===== src/rtl/pipelined_risc_v_core_v2_pkg.sv =====
// pipelined_core_pkg
// Shared definitions for the pipelined RISC-V core:
//   - RV32I opcode / funct3 / funct7 encodings used by the decoder
//   - the ECALL encoding (only the exact word is recognised)
//   - alu_op_t, the operation selected in ID and carried to EX
//   - id_ex_ctrl_t, the control half of the ID/EX pipeline register
//     (the XLEN-wide operand data lives beside it in the top level,
//     because it depends on the top-level XLEN parameter)
package pipelined_core_pkg;

    localparam logic [6:0] OPC_OP     = 7'b0110011;
    localparam logic [6:0] OPC_OP_IMM = 7'b0010011;
    localparam logic [6:0] OPC_BRANCH = 7'b1100011;

    localparam logic [2:0] F3_ADD_SUB = 3'b000;
    localparam logic [2:0] F3_SLL     = 3'b001;
    localparam logic [2:0] F3_XOR     = 3'b100;
    localparam logic [2:0] F3_SRL     = 3'b101;
    localparam logic [2:0] F3_OR      = 3'b110;
    localparam logic [2:0] F3_AND     = 3'b111;
    localparam logic [2:0] F3_BEQ     = 3'b000;
    localparam logic [2:0] F3_BNE     = 3'b001;

    localparam logic [6:0] F7_BASE    = 7'b0000000;
    localparam logic [6:0] F7_ALT     = 7'b0100000;

    localparam logic [31:0] INST_ECALL = 32'h0000_0073;

    // Register specifiers are carried at their encoded width; the top
    // level slices them down to the register-file address width.
    localparam int RF_FIELD_W = 5;

    typedef enum logic [2:0] {
        ALU_ADD,
        ALU_SUB,
        ALU_SLL,
        ALU_XOR,
        ALU_SRL,
        ALU_OR,
        ALU_AND,
        ALU_PASS
    } alu_op_t;

    typedef struct packed {
        logic                  valid;      // slot holds a real instruction
        alu_op_t               alu_op;
        logic                  writes;     // decoded as a register-writing op
        logic                  use_imm;    // op2 = I-immediate instead of rs2
        logic                  is_branch;
        logic                  br_ne;      // BNE when set, BEQ otherwise
        logic                  is_ecall;
        logic [RF_FIELD_W-1:0] rd;
        logic [RF_FIELD_W-1:0] rs1;
        logic [RF_FIELD_W-1:0] rs2;
    } id_ex_ctrl_t;

    localparam id_ex_ctrl_t ID_EX_BUBBLE = '{
        valid:     1'b0,
        alu_op:    ALU_PASS,
        writes:    1'b0,
        use_imm:   1'b0,
        is_branch: 1'b0,
        br_ne:     1'b0,
        is_ecall:  1'b0,
        rd:        '0,
        rs1:       '0,
        rs2:       '0
    };

endpackage


===== src/rtl/pipelined_risc_v_core_v2_hazard.sv =====
// core_hazard_unit
// Purely combinational hazard logic for the 4-stage core.
// Ports:
//   exwb_valid   in   EX/WB holds a register-writing instruction
//   exwb_rd      in   destination of the EX/WB instruction
//   idex_rs1/2   in   source specifiers of the instruction in EX
//   ifid_rs1/2   in   source specifiers of the instruction in ID
//   ex_taken     in   branch in EX is valid and taken
//   ex_ecall     in   ECALL is valid in EX
//   wb_we        out  register-file write strobe (before run gating)
//   fwd_rs1/2    out  EX operand takes the EX/WB result
//   wt_rs1/2     out  ID read takes the same-cycle WB write data
//   flush_front  out  squash IF/ID and ID/EX on the next advance
module core_hazard_unit
    import pipelined_core_pkg::*;
(
    input  logic                  exwb_valid,
    input  logic [RF_FIELD_W-1:0] exwb_rd,
    input  logic [RF_FIELD_W-1:0] idex_rs1,
    input  logic [RF_FIELD_W-1:0] idex_rs2,
    input  logic [RF_FIELD_W-1:0] ifid_rs1,
    input  logic [RF_FIELD_W-1:0] ifid_rs2,
    input  logic                  ex_taken,
    input  logic                  ex_ecall,
    output logic                  wb_we,
    output logic                  fwd_rs1,
    output logic                  fwd_rs2,
    output logic                  wt_rs1,
    output logic                  wt_rs2,
    output logic                  flush_front
);

    always_comb begin
        // x0 is never a real destination: it neither writes nor forwards.
        wb_we       = exwb_valid && (exwb_rd != '0);
        fwd_rs1     = wb_we && (exwb_rd == idex_rs1);
        fwd_rs2     = wb_we && (exwb_rd == idex_rs2);
        wt_rs1      = wb_we && (exwb_rd == ifid_rs1);
        wt_rs2      = wb_we && (exwb_rd == ifid_rs2);
        flush_front = ex_taken || ex_ecall;
    end

endmodule


===== src/rtl/pipelined_risc_v_core_v2.sv =====
// pipelined_risc_v_core_v2
// 4-stage (IF / ID / EX / WB) RV32I-subset integer core, XLEN-bit datapath,
// with a byte-writable internal program memory.
// Ports:
//   clk            in   rising-edge clock
//   rst            in   synchronous active-high reset
//   run            in   1 = pipeline advances, 0 = everything holds
//   pm_wr_en       in   program-memory byte write enable (works in reset)
//   pm_wr_addr     in   program-memory byte address
//   pm_wr_data     in   program-memory byte data
//   alu_result     out  EX/WB result register
//   wb_valid       out  EX/WB holds a valid register-writing instruction
//   halted         out  ECALL retired; only rst releases the core
//   retired_count  out  saturating count of instructions leaving EX
//   dbg_pc         out  current fetch PC
//
// Stage-valid semantics: every pipeline register carries a valid bit. A
// slot with valid=0 is a bubble: it never writes, never forwards, never
// branches, never halts and is not counted. Slots move forward only on an
// edge where advance (run && !halted) is 1; otherwise every stage holds.
module pipelined_risc_v_core_v2
    import pipelined_core_pkg::*;
#(
    parameter int XLEN          = 8,
    parameter int NREGS         = 32,
    parameter int PM_ADDR_WIDTH = 7,
    parameter int CNT_WIDTH     = 16
) (
    input  logic                     clk,
    input  logic                     rst,
    input  logic                     run,
    input  logic                     pm_wr_en,
    input  logic [PM_ADDR_WIDTH-1:0] pm_wr_addr,
    input  logic [7:0]               pm_wr_data,
    output logic [XLEN-1:0]          alu_result,
    output logic                     wb_valid,
    output logic                     halted,
    output logic [CNT_WIDTH-1:0]     retired_count,
    output logic [PM_ADDR_WIDTH-1:0] dbg_pc
);

    localparam int REG_AW   = $clog2(NREGS);
    localparam int SH_W     = $clog2(XLEN);
    localparam int PM_BYTES = 1 << PM_ADDR_WIDTH;

    // ---------------- state ----------------
    logic [7:0]               pm [PM_BYTES];
    logic [XLEN-1:0]          rf [NREGS];
    logic [PM_ADDR_WIDTH-1:0] pc;

    logic                     ifid_valid;
    logic [31:0]              ifid_inst;
    logic [PM_ADDR_WIDTH-1:0] ifid_pc;

    id_ex_ctrl_t              idex;
    logic [XLEN-1:0]          idex_rs1_val;
    logic [XLEN-1:0]          idex_rs2_val;
    logic [XLEN-1:0]          idex_imm;
    logic [PM_ADDR_WIDTH-1:0] idex_br_target;

    logic                     exwb_valid;
    logic [RF_FIELD_W-1:0]    exwb_rd;

    logic                     advance;
    assign advance = run && !halted;

    // ---------------- IF ----------------
    // Little-endian word assembled from four bytes; the address arithmetic
    // wraps naturally at the memory size.
    logic [PM_ADDR_WIDTH-1:0] pc_b1, pc_b2, pc_b3;
    logic [31:0]              fetch_inst;

    assign pc_b1      = pc + PM_ADDR_WIDTH'(1);
    assign pc_b2      = pc + PM_ADDR_WIDTH'(2);
    assign pc_b3      = pc + PM_ADDR_WIDTH'(3);
    assign fetch_inst = {pm[pc_b3], pm[pc_b2], pm[pc_b1], pm[pc]};

    // ---------------- ID: decode ----------------
    id_ex_ctrl_t              dec;
    logic [6:0]               dec_opcode;
    logic [2:0]               dec_f3;
    logic [6:0]               dec_f7;
    logic [XLEN-1:0]          dec_imm;
    logic [PM_ADDR_WIDTH-1:0] dec_br_target;

    assign dec_opcode = ifid_inst[6:0];
    assign dec_f3     = ifid_inst[14:12];
    assign dec_f7     = ifid_inst[31:25];

    // I-immediate sign-extended to 32 bits, then truncated to XLEN.
    assign dec_imm = XLEN'({{20{ifid_inst[31]}}, ifid_inst[31:20]});

    // B-immediate is a byte offset from the branch's own PC, wrapped.
    assign dec_br_target = ifid_pc + PM_ADDR_WIDTH'({{19{ifid_inst[31]}}, ifid_inst[31],
                                                     ifid_inst[7], ifid_inst[30:25],
                                                     ifid_inst[11:8], 1'b0});

    always_comb begin
        dec           = ID_EX_BUBBLE;
        dec.valid     = ifid_valid;
        dec.rd        = ifid_inst[11:7];
        dec.rs1       = ifid_inst[19:15];
        dec.rs2       = ifid_inst[24:20];
        unique case (dec_opcode)
            OPC_OP: begin
                if (dec_f7 == F7_BASE) begin
                    dec.writes = 1'b1;
                    case (dec_f3)
                        F3_ADD_SUB: dec.alu_op = ALU_ADD;
                        F3_SLL:     dec.alu_op = ALU_SLL;
                        F3_XOR:     dec.alu_op = ALU_XOR;
                        F3_SRL:     dec.alu_op = ALU_SRL;
                        F3_OR:      dec.alu_op = ALU_OR;
                        F3_AND:     dec.alu_op = ALU_AND;
                        default:    dec.writes = 1'b0;   // SLT/SLTU: not supported
                    endcase
                end else if (dec_f7 == F7_ALT && dec_f3 == F3_ADD_SUB) begin
                    dec.writes = 1'b1;
                    dec.alu_op = ALU_SUB;
                end
            end
            OPC_OP_IMM: begin
                dec.use_imm = 1'b1;
                dec.writes  = 1'b1;
                case (dec_f3)
                    F3_ADD_SUB: dec.alu_op = ALU_ADD;
                    F3_XOR:     dec.alu_op = ALU_XOR;
                    F3_OR:      dec.alu_op = ALU_OR;
                    F3_AND:     dec.alu_op = ALU_AND;
                    F3_SLL: begin
                        dec.alu_op = ALU_SLL;
                        dec.writes = (dec_f7 == F7_BASE);
                    end
                    F3_SRL: begin
                        // funct7=0100000 would be SRAI, which is not supported.
                        dec.alu_op = ALU_SRL;
                        dec.writes = (dec_f7 == F7_BASE);
                    end
                    default:    dec.writes = 1'b0;
                endcase
            end
            OPC_BRANCH: begin
                if (dec_f3 == F3_BEQ || dec_f3 == F3_BNE) begin
                    dec.is_branch = 1'b1;
                    dec.br_ne     = (dec_f3 == F3_BNE);
                end
            end
            default: begin
                dec.is_ecall = (ifid_inst == INST_ECALL);
            end
        endcase
    end

    // ---------------- hazard unit ----------------
    logic ex_taken, ex_ecall;
    logic wb_we, fwd_rs1, fwd_rs2, wt_rs1, wt_rs2, flush_front;

    core_hazard_unit u_hazard (
        .exwb_valid  (exwb_valid),
        .exwb_rd     (exwb_rd),
        .idex_rs1    (idex.rs1),
        .idex_rs2    (idex.rs2),
        .ifid_rs1    (dec.rs1),
        .ifid_rs2    (dec.rs2),
        .ex_taken    (ex_taken),
        .ex_ecall    (ex_ecall),
        .wb_we       (wb_we),
        .fwd_rs1     (fwd_rs1),
        .fwd_rs2     (fwd_rs2),
        .wt_rs1      (wt_rs1),
        .wt_rs2      (wt_rs2),
        .flush_front (flush_front)
    );

    // ---------------- ID: register read with write-through ----------------
    logic [XLEN-1:0] id_rs1_val, id_rs2_val;

    always_comb begin
        if (dec.rs1 == '0)  id_rs1_val = '0;
        else if (wt_rs1)    id_rs1_val = alu_result;
        else                id_rs1_val = rf[dec.rs1[REG_AW-1:0]];

        if (dec.rs2 == '0)  id_rs2_val = '0;
        else if (wt_rs2)    id_rs2_val = alu_result;
        else                id_rs2_val = rf[dec.rs2[REG_AW-1:0]];
    end

    // ---------------- EX ----------------
    logic [XLEN-1:0] ex_op1, ex_rs2, ex_op2, ex_alu;
    logic [SH_W-1:0] ex_shamt;

    assign ex_op1   = fwd_rs1 ? alu_result : idex_rs1_val;
    assign ex_rs2   = fwd_rs2 ? alu_result : idex_rs2_val;
    assign ex_op2   = idex.use_imm ? idex_imm : ex_rs2;
    assign ex_shamt = ex_op2[SH_W-1:0];

    always_comb begin
        unique case (idex.alu_op)
            ALU_ADD:  ex_alu = ex_op1 + ex_op2;
            ALU_SUB:  ex_alu = ex_op1 - ex_op2;
            ALU_SLL:  ex_alu = ex_op1 << ex_shamt;
            ALU_XOR:  ex_alu = ex_op1 ^ ex_op2;
            ALU_SRL:  ex_alu = ex_op1 >> ex_shamt;
            ALU_OR:   ex_alu = ex_op1 | ex_op2;
            ALU_AND:  ex_alu = ex_op1 & ex_op2;
            default:  ex_alu = ex_op2;
        endcase
    end

    // BEQ compares rs1/rs2 (never the immediate); BNE inverts the sense.
    assign ex_taken = idex.valid && idex.is_branch && ((ex_op1 == ex_rs2) != idex.br_ne);
    assign ex_ecall = idex.valid && idex.is_ecall;

    // ---------------- program memory write port ----------------
    // Not reset; a write in the same cycle as a fetch of that byte lands
    // after the fetch, so the fetch sees the old byte.
    always_ff @(posedge clk) begin
        if (pm_wr_en) begin
            pm[pm_wr_addr] <= pm_wr_data;
        end
    end

    // ---------------- register file (WB write port) ----------------
    always_ff @(posedge clk) begin
        if (rst) begin
            for (int i = 0; i < NREGS; i++) begin
                rf[i] <= '0;
            end
        end else if (advance && wb_we) begin
            rf[exwb_rd[REG_AW-1:0]] <= alu_result;
        end
    end

    // ---------------- pipeline registers ----------------
    always_ff @(posedge clk) begin
        if (rst) begin
            pc             <= '0;
            ifid_valid     <= 1'b0;
            ifid_inst      <= '0;
            ifid_pc        <= '0;
            idex           <= ID_EX_BUBBLE;
            idex_rs1_val   <= '0;
            idex_rs2_val   <= '0;
            idex_imm       <= '0;
            idex_br_target <= '0;
            exwb_valid     <= 1'b0;
            exwb_rd        <= '0;
            alu_result     <= '0;
            halted         <= 1'b0;
            retired_count  <= '0;
        end else if (advance) begin
            // PC: a taken branch redirects, an ECALL in EX freezes fetch.
            if (ex_taken)      pc <= idex_br_target;
            else if (!ex_ecall) pc <= pc + PM_ADDR_WIDTH'(4);

            ifid_valid <= !flush_front;
            ifid_inst  <= fetch_inst;
            ifid_pc    <= pc;

            if (flush_front) idex <= ID_EX_BUBBLE;
            else             idex <= dec;
            idex_rs1_val   <= id_rs1_val;
            idex_rs2_val   <= id_rs2_val;
            idex_imm       <= dec_imm;
            idex_br_target <= dec_br_target;

            // alu_result only changes for writing instructions, so it holds
            // through branches, NOPs, ECALL and bubbles.
            exwb_valid <= idex.valid && idex.writes;
            exwb_rd    <= idex.rd;
            if (idex.valid && idex.writes) begin
                alu_result <= ex_alu;
            end

            if (idex.valid && (retired_count != '1)) begin
                retired_count <= retired_count + CNT_WIDTH'(1);
            end

            if (ex_ecall) begin
                halted <= 1'b1;
            end
        end
    end

    assign wb_valid = exwb_valid;
    assign dbg_pc   = pc;

endmodule

===== config.mk =====
export PLATFORM = sky130hd
export DESIGN_NAME = pipelined_risc_v_core_v2
export DESIGN_NICKNAME = d
export VERILOG_FILES = /design/src/rtl/pipelined_risc_v_core_v2_pkg.sv /design/src/rtl/pipelined_risc_v_core_v2_hazard.sv /design/src/rtl/pipelined_risc_v_core_v2.sv
export SDC_FILE = /design/constraint.sdc
export NUM_CORES = 2
export LEC_CHECK = 0
export CAP_MARGIN = 20
export CELL_PAD_IN_SITES_DETAIL_PLACEMENT = 1
export CELL_PAD_IN_SITES_GLOBAL_PLACEMENT = 1
export CORE_MARGIN = 2
export CORE_UTILIZATION = 60
export CTS_CLUSTER_DIAMETER = 40
export DETAILED_ROUTE_END_ITERATION = 6
export DONT_BUFFER_PORTS = 1
export HOLD_SLACK_MARGIN = 0.1
export PLACE_DENSITY_LB_ADDON = 0.1
export SLEW_MARGIN = 20
export SYNTH_ARGS = -nofsm -noshare
export SYNTH_HDL_FRONTEND = slang
export SYNTH_SLANG_ARGS = --single-unit
export TNS_END_PERCENT = 20

===== constraint.sdc =====
create_clock -name clk -period 9.1 [get_ports clk]
set_input_delay 1.82 -clock clk [delete_from_list [all_inputs] [get_ports clk]]
set_output_delay 1.82 -clock clk [all_outputs]
set_load 0.005 [all_outputs]

After elaboration in Yosys (flattened, before gate mapping)
Memories as Yosys holds them, arrays and structs flattened. A register that Yosys moved wholly into a read port is not among the register bits. Cells that the tools add are included.

Memory bits (writable): 1280. Logic and storage cells: 124. Bits of input ports: 19. Memories: 2. Register bits after elaboration: 101.

Reduce and logical (&&, ||, !) cells: 32. Equality and inequality tests: 24. Shifts and indexed selects: 2. $add $sub $neg: 8. Bitwise gates (word level): 3. Multiplexer cells: 31.

Memory list: pm (words 128, width 8, read ports 4, clocked after memory_dff 4, write ports 1, RTL line pipelined_risc_v_core_v2.sv:47) `logic [7:0] pm [PM_BYTES];`; rf (words 32, width 8, read ports 2, clocked after memory_dff 0, write ports 32, RTL line pipelined_risc_v_core_v2.sv:48) `logic [XLEN-1:0] rf [NREGS];`.

Operators by type and width (number): 8-bit 2-to-1 mux (8); 8-bit one-hot mux with 7 select lines (1); 32-bit by 7-bit == test with 1-bit output, second input constant (1); 24-bit 2-to-1 mux (1); 3-bit == test, second input constant (7); 5-bit == test (4); 3-bit one-hot mux with 6 select lines (1); 16-bit by 1-bit adder with 16-bit output, second input constant (1); 16-bit inequality test, second input constant (1); 7-bit by 2-bit adder with 7-bit output, second input constant (2); 7-bit by 6-bit == test with 1-bit output, second input constant (2); 7-bit 2-to-1 mux (2); 1-bit logical AND (13); 1-bit 2-to-1 mux (11); 5-bit zero test (2); 8-bit adder (1); 8-bit AND (1); 8-bit == test (1); 4-bit 2-to-1 mux (2); 8-bit OR (1); 4-bit one-hot mux with 2 select lines (1); 2-bit AND reduction (4); 8-bit OR reduction (1); 8-bit by 3-bit left shift with 8-bit output (1); other kinds (24) (30).

Depth between registers and ports, before layout
Depth in word-level cells: 9. Mapped depth: 22.

Cells and area by module
A second synthesis with hierarchy kept.

Cell total of the unflattened synthesis: 5532. Area total of the unflattened synthesis: 84893.9 um2.

Modules (own cells, without submodules): pipelined_risc_v_core_v2 (times used 1, cells each 5495, sequential area each 41099.4 um2, area each 84609.9 um2); core_hazard_unit (times used 1, cells each 37, sequential area each 0.0 um2, area each 284.0 um2).

Least setup slack after synthesis
OpenSTA, ideal clock, no wires.

Path type: register -> register. Start point: register pc[0], in the netlist dbg_pc[0]. End point: register ifid_inst[25], read port of pm. Data required time: 8.963 ns. Stages on the path, launching flop included: 17. Data arrival time: 4.437 ns. Clock period less this slack: 4.575 ns. Slack: 4.525 ns. Cell sequence: dfxtp_1 > clkbuf_1 > clkinv_1 > clkbuf_1 > buf_2 > clkbuf_1 > ha_1 > xnor2_1 > clkbuf_1 > clkbuf_1 > buf_1 > mux4_2 > mux2i_1 > a21oi_1 > mux4_2 > mux2i_1 > a211oi_1.

Word-level cells in the longest chain between the ends: 1.

RTL lines: from (decl) (RTL line pipelined_risc_v_core_v2.sv:49) `logic [PM_ADDR_WIDTH-1:0] pc;`; from (signal assigned) (RTL line pipelined_risc_v_core_v2.sv:253) `if (ex_taken) pc <= idex_br_target;`; from (signal assigned) (RTL line pipelined_risc_v_core_v2.sv:254) `else if (!ex_ecall) pc <= pc + PM_ADDR_WIDTH'(4);`; 7-bit by 2-bit adder with 7-bit output (RTL line pipelined_risc_v_core_v2.sv:75) `assign pc_b3 = pc + PM_ADDR_WIDTH'(3);`; to (decl) (RTL line pipelined_risc_v_core_v2.sv:52) `logic [31:0] ifid_inst;`.

Every way passes these cells. A chain may end at the register's enable or synchronous reset.

Worst setup path after layout
Start point: register pc[1], in the netlist dbg_pc[1]. End point: register ifid_inst[20], read port of pm.

Word-level cells in the longest chain between the ends: 1.

RTL lines: 7-bit by 2-bit adder with 7-bit output (RTL line pipelined_risc_v_core_v2.sv:74) `assign pc_b2 = pc + PM_ADDR_WIDTH'(2);`.

Every way passes these cells.

==> flow_metrics.py <==
metrics = {
    "run_status": {
        "status": "finished, final reports clean",
    },
    "global_routing": {
        "grt_pass1_wl_um": 451000,
        "groute.usage.overall_pct": 44.9,
        "first_global_vias": 60100,
        "antenna_found_initial": 13,
        "grt_overflow": 0,
        "grt_max_degree": 174,
    },
    "timing": {
        "rsz0062_at_grt": "false",
        "worst_slack_ns": 3.49,
        "hold_ws_ns": 0.455,
        "setup_viol": 0,
        "finClkSkew_ns": 0.0489,
        "timing.fmax_mhz": 178,
        "min_period_ns": 5.61,
        "timing.final.hold_violations": 0,
        "maxSlewViolCount": 0,
        "worst_pin_slew_ns": 1.33,
        "period_share_pct": 61.7,
        "setup_tns_ns": 0,
        "relSlewSlack_pct": 8.87,
    },
    "synthesis": {
        "async_reset_ff_share_pct": 0,
        "netlist_top_cells_area": "edfxtp_1 (46%), mux4_2 (32%), mux2i_1 (3.6%)",
        "yosys_most_used_dff": "edfxtp_1",
        "seq_area_frac_synth_pct": 48.8,
        "netlist_area_sq_um": 84300,
        "synth_top_cell_area_share_pct": 45.6,
        "yosys_register_bits": 1413,
        "synth_warnings": 0,
        "synth_most_common_cell": "edfxtp_1",
        "synth_area_per_cell_sq_um": 16.0,
        "synth_edf_count": 1280,
        "synth_common_cells": "edfxtp_1 (1,280), mux4_2 (1,207), nor2_1 (335)",
        "yosysUniqueCellTypes": 78,
        "synth_cells": 5278,
        "yosysTopAreaCell": "edfxtp_1",
    },
    "layout": {
        "fillers": 11800,
        "final_nets": 5243,
        "fin_area_sq_um": 93900,
        "seq_area_sq_um": 41100,
        "area_growth_pct": 11.3,
        "multi_input_area_sq_um": 41400,
        "drive_gt1_share_pct": 35.8,
    },
    "routing": {
        "finalWirelength_um": 317000,
        "ant_nets": 0,
        "wl_per_cell_um": 43.7,
        "vias": 58900,
        "drt-pass1-iter-count": 6,
        "vias_per_cell": 8.12,
        "drt_iter0_drc": 9231,
        "drc": 0,
    },
    "clock_tree": {
        "cts_sinks": 1413,
        "post_cts_buffers": 0,
        "holdBufCountCts": 0,
        "insertion_delay_ns": 0.87,
        "cts_tree": "yes",
        "cts-root-buf": "clkbuf_16",
        "ctsResizeCount": 0,
        "cts_buffers": 213,
        "clockBufferDepth": 3,
        "clk_pin_slew_ns": 0.06,
        "h-tree-depth": 4,
    },
    "floorplanning": {
        "num_rows": 137,
        "dieArea_sq_um": 144000,
        "pin_count": 52,
        "die_h_um": 379,
        "initial_utilization_pct": 60.4,
        "dieWidth_um": 379,
        "core-area_sq_um": 140000,
    },
    "critical_path": {
        "crit_buf_inv": 2,
        "critPathLaunchType": "register",
        "crit_family": "multiplexers",
        "worst_path_largest_cell_delay_ns": 1.04,
        "arrival_ns": 6.38,
        "crit_slowest_cell": "mux2i_1",
        "cp_common_cell": "a211oi_1",
        "cp_max_fo": 124,
        "required_ns": 9.87,
        "path_class": "reg2reg",
        "critPathCaptureType": "register",
        "cp_cell_sequence": "buf_12 -> ha_1 -> xnor2_2 -> buf_4 -> mux4_2 -> mux2i_1 -> a211oi_1 -> a211oi_1 -> a31oi_1 -> a211oi_1",
    },
    "job": {
        "cap_violations": 0,
    },
    "placement": {
        "pre_cts_slack_ns": 3.81,
        "place_area_sq_um": 86500,
        "place_hpwl_um": 198000,
        "gp_congestion": 0.976,
        "portBuffers": 0,
    },
    "power": {
        "peakVddDrop_uv": 193,
        "leakage_uw": 0.0294,
        "p_per_area_nw_per_um2": 182,
    },
    "min_path": {
        "hold_path.class": "reg2reg",
    },
}
sequential cells by signal (all words and copies together) (netlist names):
register,flops
pm,1024
rf,256
ifid_inst,32
idex,24
retired_count,16
alu_result,8
idex_imm,8
idex_rs1_val,8
idex_rs2_val,8
dbg_pc,7
idex_br_target,7
ifid_pc,7
exwb_rd,5
halted,1
ifid_valid,1
wb_valid,1
path summary, 6_finish.rpt:
path                            startpoint                          to  slack (ns)  depth (start not counted)
hold reg to reg   idex_imm[4]$_SDFFE_PP0P_    idex_imm[4]$_SDFFE_PP0P_        0.45                          2
setup / recovery    dbg_pc[1]$_SDFFE_PP0P_  ifid_inst[20]$_SDFFE_PP0P_        3.49                         10
setup reg to reg    dbg_pc[1]$_SDFFE_PP0P_  ifid_inst[20]$_SDFFE_PP0P_        3.49                         10
hold / removal    idex_imm[4]$_SDFFE_PP0P_    idex_imm[4]$_SDFFE_PP0P_        0.45                          2
placed cells by master, fill, tap and decap left out, types with 26 or more instances in the layout:
cell type      n
dfxtp_1      123
a211oi_1     137
mux2i_1      304
buf_4        173
o211ai_1      34
nand4_1       26
nor3_1        63
a21oi_1      156
ha_1          31
nor2_1       313
nand3_1       32
or2_2         34
clkinvlp_4    29
edfxtp_1    1280
inv_6         37
xnor2_1       32
mux4_2      1207
o21ai_0       50
nor2b_1       55
clkbuf_16    215
inv_1         28
and2_1       247
nand2_1      242
mux2_2        58
area by class of cell:
class                           count  share of cell area (%)
Antenna cell                       10                  0.0267
Clock buffer                      234                    5.81
Clock inverter                    169                    1.90
Inverter                           35                   0.152
Multi-Input combinational cell   3337                    44.1
Sequential cell                  1413                    43.8
Tap cell                         1876                    2.50
Timing Repair Buffer              189                    1.71
metrics by stage:
step / power (uW) / instances / util, %
floorplan: 8240 / 5285 / -
global route: 17400 / 7253 / 67.2
finish: 17100 / 7263 / 67.3
detailed placement: 8790 / 6847 / 62.0
global placement: 8750 / 6843 / 61.9
CTS: 17000 / 7250 / 67.2
routing by layer:
metal / wire length, um / part of all wire (%) / up-vias / global-route usage (%)
li1: - / - / 21900 / -
met1: 99500 / 31 / 30400 / 54.1
met2: 145000 / 46 / 5284 / 67.9
met3: 40000 / 13 / 1359 / 12.7
met4: 32700 / 10 / 8 / 37.2
met5: 44 / 0.014 / - / 0.206
cells by family (layout without fill, tap and decap cells):
family          after synthesis  count (layout)  synth area share [%]
xor+xnor                     67              67                 0.696
buf+inv                     535             627                  2.48
other cells                   1              18               0.00445
flops                      1413            1413                  48.8
fa+ha+maj                    35              35                 0.537
compound gates              549             549                  4.39
simple gates               1106            1106                  6.47
mux                        1572            1572                  36.7
where the power goes:
part / internal, uW / total (uW) / switching (uW) / leakage (uW)
clock: 4920 / 8360 / 3440 / 0.00346
sequential: 7160 / 7270 / 115 / 0.0129
combinational: 569 / 1490 / 919 / 0.0130
total: 12600 / 17100 / 4470 / 0.0294
worst min-delay path, stage by stage (launching register included):
cell and delay, ns:
dfxtp_1 0.30, nand2_1 0.05, a21oi_1 0.05
(Power assumes the default switching activity.)
